--- src/rtl/au_sub_result_stage.sv ---
// Registered result stage behind the subtractor: derives zero/neg/ovf flags and queues results in a small FIFO.
// Optional AU_STICKY_FLAGS_EN adds sticky borrow/overflow indicators with a clear input.
module au_sub_result_stage #(
  parameter int WIDTH = 4,
  parameter int DEPTH = 2
) (
  input  logic                     clk_i,
  input  logic                     rst_i,
  input  logic                     in_valid_i,
  output logic                     in_ready_o,
  input  logic [WIDTH-1:0]         in_d_i,
  input  logic                     in_borrow_i,
  input  logic                     in_a_msb_i,
  input  logic                     in_b_msb_i,
  output logic                     out_valid_o,
  input  logic                     out_ready_i,
  output logic [WIDTH-1:0]         out_d_o,
  output logic                     out_borrow_o,
  output logic                     out_zero_o,
  output logic                     out_neg_o,
  output logic                     out_ovf_o,
`ifdef AU_STICKY_FLAGS_EN
  input  logic                     sticky_clr_i,
  output logic                     sticky_borrow_o,
  output logic                     sticky_ovf_o,
`endif
  output logic [$clog2(DEPTH):0]   count_o
);
  localparam int AW = $clog2(DEPTH);
  localparam int CW = AW + 1;
  localparam logic [CW-1:0] FULL = CW'(DEPTH);

  typedef struct packed {
    logic [WIDTH-1:0] d;
    logic             borrow;
    logic             zero;
    logic             neg;
    logic             ovf;
  } entry_t;

  entry_t          mem_q [DEPTH];
  entry_t          last_q, last_d;
  entry_t          push_e, head;
  logic [AW-1:0]   wptr_q, wptr_d, rptr_q, rptr_d;
  logic [CW-1:0]   count_q, count_d;
  logic            push, pop;

  assign in_ready_o  = (count_q < FULL);
  assign out_valid_o = (count_q != '0);
  assign push        = in_valid_i && in_ready_o;
  assign pop         = out_valid_o && out_ready_i;

  always_comb begin
    push_e        = '0;
    push_e.d      = in_d_i;
    push_e.borrow = in_borrow_i;
    push_e.zero   = (in_d_i == '0);
    push_e.neg    = in_d_i[WIDTH-1];
    push_e.ovf    = (in_a_msb_i != in_b_msb_i) && (in_d_i[WIDTH-1] != in_a_msb_i);
  end

  always_comb begin
    wptr_d  = wptr_q;
    rptr_d  = rptr_q;
    count_d = count_q;
    last_d  = last_q;
    if (push) wptr_d = wptr_q + AW'(1);
    if (pop) begin
      rptr_d = rptr_q + AW'(1);
      last_d = mem_q[rptr_q];
    end
    case ({push, pop})
      2'b10:   count_d = count_q + CW'(1);
      2'b01:   count_d = count_q - CW'(1);
      default: count_d = count_q;
    endcase
  end

  always_ff @(posedge clk_i) begin
    if (rst_i) begin
      wptr_q  <= '0;
      rptr_q  <= '0;
      count_q <= '0;
      last_q  <= '0;
    end else begin
      wptr_q  <= wptr_d;
      rptr_q  <= rptr_d;
      count_q <= count_d;
      last_q  <= last_d;
    end
  end

  // Storage needs no reset: it is only observed while count is non-zero.
  always_ff @(posedge clk_i) begin
    if (push) mem_q[wptr_q] <= push_e;
  end

  // Once drained, outputs keep showing the most recently popped entry.
  assign head         = (count_q != '0) ? mem_q[rptr_q] : last_q;
  assign out_d_o      = head.d;
  assign out_borrow_o = head.borrow;
  assign out_zero_o   = head.zero;
  assign out_neg_o    = head.neg;
  assign out_ovf_o    = head.ovf;
  assign count_o      = count_q;

`ifdef AU_STICKY_FLAGS_EN
  logic sticky_borrow_q, sticky_borrow_d, sticky_ovf_q, sticky_ovf_d;

  // A setting push beats a simultaneous clear.
  always_comb begin
    sticky_borrow_d = sticky_clr_i ? 1'b0 : sticky_borrow_q;
    sticky_ovf_d    = sticky_clr_i ? 1'b0 : sticky_ovf_q;
    if (push && push_e.borrow) sticky_borrow_d = 1'b1;
    if (push && push_e.ovf)    sticky_ovf_d    = 1'b1;
  end

  always_ff @(posedge clk_i) begin
    if (rst_i) begin
      sticky_borrow_q <= 1'b0;
      sticky_ovf_q    <= 1'b0;
    end else begin
      sticky_borrow_q <= sticky_borrow_d;
      sticky_ovf_q    <= sticky_ovf_d;
    end
  end

  assign sticky_borrow_o = sticky_borrow_q;
  assign sticky_ovf_o    = sticky_ovf_q;
`endif
endmodule

--- config.mk ---
export PLATFORM = sky130hd
export DESIGN_NAME = au_sub_result_stage
export DESIGN_NICKNAME = d
export VERILOG_FILES = /design/src/rtl/au_sub_result_stage.sv
export SDC_FILE = /design/constraint.sdc
export NUM_CORES = 1
export LEC_CHECK = 0
export CORE_ASPECT_RATIO = 1.75
export CORE_MARGIN = 10
export CORE_UTILIZATION = 40
export CTS_CLUSTER_DIAMETER = 30
export DETAILED_ROUTE_END_ITERATION = 10
export PLACE_DENSITY_LB_ADDON = 0.12
export SYNTH_ARGS = -nofsm -noshare
export SYNTH_HDL_FRONTEND = slang
export SYNTH_SLANG_ARGS = --single-unit
--- constraint.sdc ---
create_clock -name clk_i -period 1.5 [get_ports clk_i]
set_clock_uncertainty 0.05 [all_clocks]
set_input_delay 0.3 -clock clk_i [delete_from_list [all_inputs] [get_ports clk_i]]
set_output_delay 0.3 -clock clk_i [all_outputs]
set_load 0.02 [all_outputs]
# Word-level counts from Yosys, hierarchy flattened
# Memory sizes are Yosys's and may differ from the RTL's. A register that Yosys moved wholly into a read port is not among the register bits.
# Index checks and enable logic that the tools add are counted.
# totals
in_bits	11
latch_bits	0
rom_bits	0
register_bits	12
n_memories	1
out_inout_bits	12
elab_cells	30
mem_bits_rw	16
# classes
n_div	0
bitwise	0
shifts	0
n_eq_ne	4
add_sub_neg	4
multipliers	0
n_lt_le_gt_ge	1
n_mux	6
reduce_logical	6
# memory_table
name	words	word_bits	rd	rd_ports_with_merged_regs	write_ports	line	rtl
mem_q	2	8	1	1	1	41	entry_t mem_q [DEPTH];
# op_table
operator	n
two-way mux 8 bit	1
zero test 4 bit	1
two-way mux 1 bit	4
one-hot mux 2 bit (2 select lines)	1
nonzero test 2 bit	2
logical AND 1 bit	3
adder 1 bit (second input constant)	2
adder 2 x 1 -> 2 bit (second input constant)	1
== test 2 x 1 -> 1 bit (second input constant)	1
== test 2 bit (second input constant)	1
less-than comparator 2 bit (second input constant)	1
inequality test 1 bit	2
subtractor 2 x 1 -> 2 bit (second input constant)	1

# Longest topological paths before layout
# Gate-level depths: netlist of the first run.
# depth
ltp_word	4
depth_mapped	7
mapped_depth_nobuf	5

# Worst setup path after synthesis of the first run
# Ideal clock, no wire load.
# synth_path
path_type	register to output
startpoint	reg count_q[1], in the netlist count_o[1]
endpoint	out out_d_o[3]
arrival_time_ns	1.571
stages_incl_launch_ff	6
slack_ns	-0.421
path_cell_list	dfxtp_1 or2_1 clkbuf_2 buf_4 a21oi_1 buf_4
# synth_between
elab_chain_cells	2
# synth_rtl
element	line	rtl
start, declared	45	logic [CW-1:0] count_q, count_d;
start signal, assigned	88	count_q <= count_d;
nonzero test 2 bit	--	
net out_valid_o	15	output logic out_valid_o,
two-way mux 8 bit	99	assign head = (count_q != '0) ? mem_q[rptr_q] : last_q;
end, declared	17	output logic [WIDTH-1:0] out_d_o,
# The timed path passes the listed nets, and every way through them passes these cells.

# Final worst setup path of the first run
# layout_path
startpoint	reg count_q[0], in the netlist count_o[0]
endpoint	out out_d_o[2]
# layout_between
elab_chain_cells	2
# layout_rtl
element	line
nonzero test 2 bit	99
two-way mux 8 bit	99
# Every way passes these cells.

==> impl_metrics.tcl, run 1 <==
set metrics [dict create \
    setup_viol 10 \
    worst_hold_slack_ns 0.4764 \
    r2r_start "count_o[0]$_SDFFE_PP0P_" \
    fin_cells 154 \
    syn_to_final_growth_pct 47.84 \
    grt_pass1_vias 829 \
    crit_buf_inv 2 \
    synth-seq-cells 26 \
    run_status "finished with violations" \
    clock_path_buffers 2 \
    synth_top_area_cell "edfxtp_1" \
    crit_required_ns 1.15 \
    syn_area_per_cell_um2 11.78 \
    rows 24 \
    fin_crit_sh_pct 111.0 \
    drtIter0Drc 11 \
    final_cell_mix "21 x buf_4, 14 x edfxtp_1, 12 x nor2_1" \
    diodes 0 \
    cp_top_family "flip-flops" \
    worstSetupEndpointType "primary output" \
    power_mw 3.811 \
    drive_gt1_share_pct 48.44 \
    cts.sinks 26 \
    finish.utilization_pct 62.85 \
    grt_setup_unrepaired "yes" \
    cts-htree-levels 1 \
    relSlewSlack_pct 75.85 \
    leakagePower_nw 0.6038 \
    min_path_type "register to register" \
    grt_start_max_net_pins 16 \
    ys_types 24 \
    setup_tns_ns -1.282 \
    vias 789 \
    synth_edf_count 14 \
    clk_pin_slew_ns 0.08 \
    routed_wl_um 2256 \
    finalWorstSetupSlack_ns -0.1656 \
    cp.arrival_ns 1.32 \
    clk_latency_ns 0.27 \
    drv_cap 0 \
    nets 141 \
    syn_area_um2 1072 \
    grt_pass1_wl_um 3788 \
    grt_antenna_before_repair 0 \
    p_per_area_nw_per_um2 2404 \
    initial_core_util_pct 42.51 \
    die_h_um 88.49 \
    finalMaxSlewViolations 0 \
    fmax_ghz 0.6004 \
    cts_buffers 3 \
    dieArea_um2 5233 \
    cp.depth 5 \
    routed_via_density 5.123 \
    startpoint_type "register" \
    synth_flop_cell "edfxtp_1" \
    async_flop_share_pct 0 \
    period_needed_ns 1.666 \
    port-buffer-count 22 \
    failed_checks "setup timing" \
    place_congestion 0.7319 \
    synthTopCellsByArea "edfxtp_1 39%, dfxtp_1 22%, mux2i_1 6.5%" \
    drc 0 \
    post-dp-hpwl_um 1682 \
    cp_cell_sequence "or2_4, buf_8, nor2_2, a21oi_1, buf_4" \
    r2r_end "count_o[1]$_SDFFE_PP0P_" \
    layout_commonest_cell "buf_4" \
    dp.cells 150 \
    worst_pin_slew_ns 0.3590 \
    crit_start "count_o[0]$_SDFFE_PP0P_" \
    cts-root-buf "clkbuf_8" \
    ant_nets 0 \
    coreArea_um2 2522 \
    critical_path_class "register to primary output" \
    yosysTopAreaCellShare_pct 39.21 \
    path_max_fanout 7 \
    syn_nets 103 \
    wl_per_cell_um 14.65 \
    regToRegSetupSlack_ns -0.05 \
    cpMaxStageDelayCell "dfxtp_4" \
    die_w_um 59.14 \
    io_pins 23 \
    grt_overflow 0 \
    r2r_cells 6 \
    hold_buffers 0 \
    irDropWorstVdd_v 0.001028 \
    track_usage_pct 9.213 \
    hold_viol 0 \
    seq_area_frac_synth_pct 61.61 \
    yosys_warnings 0 \
    first_pass_iters 4 \
    cp_slowest_stage_delay_ns 0.35 \
    cp-endpoint "out_d_o[2]" \
    tritoncts "done" \
    synth_cells 91 \
]
==> how the worst min path moves through the flow <==
stage / from / endpoint / slack, ns / cells after the start
floorplan: rst_i / last_q[4]$_SDFFE_PP0P_ / 0.32 / 1
global placement: last_q[5]$_SDFFE_PP0P_ / last_q[5]$_SDFFE_PP0P_ / 0.44 / 2
detailed placement: last_q[5]$_SDFFE_PP0P_ / last_q[5]$_SDFFE_PP0P_ / 0.45 / 2
CTS: last_q[5]$_SDFFE_PP0P_ / last_q[5]$_SDFFE_PP0P_ / 0.46 / 2
global route: last_q[3]$_SDFFE_PP0P_ / last_q[3]$_SDFFE_PP0P_ / 0.51 / 2
finish: last_q[4]$_SDFFE_PP0P_ / last_q[4]$_SDFFE_PP0P_ / 0.48 / 2
==> repair_timing <==
item	in CTS	in global routing
pin swaps	1	3
resized for setup	55	26
buffers inserted	1	0
setup endpoints to repair	13	16
==> kinds of logic after synthesis <==
group / Yosys count / share of synthesized area, %
muxes: 7 / 6.535
and+or+nand+nor: 27 / 11.09
adders and majority gates: 1 / 1.167
AOI/OAI and AO/OA: 18 / 11.20
xor gates and xnor gates: 4 / 3.268
DFF: 26 / 61.61
buffers and inverters: 8 / 5.133
==> registers in the layout, indices dropped and copies added (netlist names), named ones only <==
signal	cells
wptr_q	1
rptr_q	1
last_q	7
mem_q	14
count_o	2
==> synth_stat cells, types with 5 or more instances <==
master / n
a211oi_1: 5
a21oi_1: 8
dfxtp_1: 12
edfxtp_1: 14
mux2i_1: 7
nor2_1: 18
==> area by class of cell <==
class | count | area (µm²)
multi-input cells | 57 | 473.0
clock buffers | 4 | 55.05
repair buffers | 40 | 351.6
well taps | 26 | 32.53
flip-flops and latches | 26 | 669.4
fillers | 236 | 937.1
inverters | 1 | 3.754
==> worst reg2reg max path, delay by kind of cell (launching register included) <==
kind / cells / cell delay (ns)
and+or+nand+nor: 1 / 0.30
DFF: 1 / 0.35
adders and majority gates: 1 / 0.17
AOI/OAI and AO/OA: 2 / 0.35
xor gates and xnor gates: 1 / 0.13
buffers and inverters: 1 / 0.15
==> through the flow <==
| stage | area (µm²) | worst slack [ns] |
|---|---|---|
| 6_report | 1585 | -0.1656 |
| 3_3_place_gp | 1440 | -0.3575 |
| 2_1_floorplan | 1115 | -0.1003 |
| 3_5_place_dp | 1440 | -0.3626 |
| 5_1_grt | 1585 | -0.2300 |
| 4_1_cts | 1499 | -0.1686 |
==> report_power, final <==
group,leakage (nW),internal (mW),switching (mW)
clock,0.0288,0.235,0.211
combinational,0.343,1.13,1.16
sequential,0.232,0.966,0.111
total,0.604,2.33,1.48
==> layer usage <==
layer,routed length (µm),up-vias,global-route usage [%]
met4,38,0,4.403
met1,773,375,8.467
met5,0,-,0
li1,-,391,-
met3,144,4,3.443
met2,1300,19,16.99
Power figures use the tool's default switching activity.
==> run 2, diff against run 1 <==
CTS_CLUSTER_SIZE = 10   (was default)
==> results of run 2 <==
The final DEF is identical to that of run 1; final timing and power are the same.
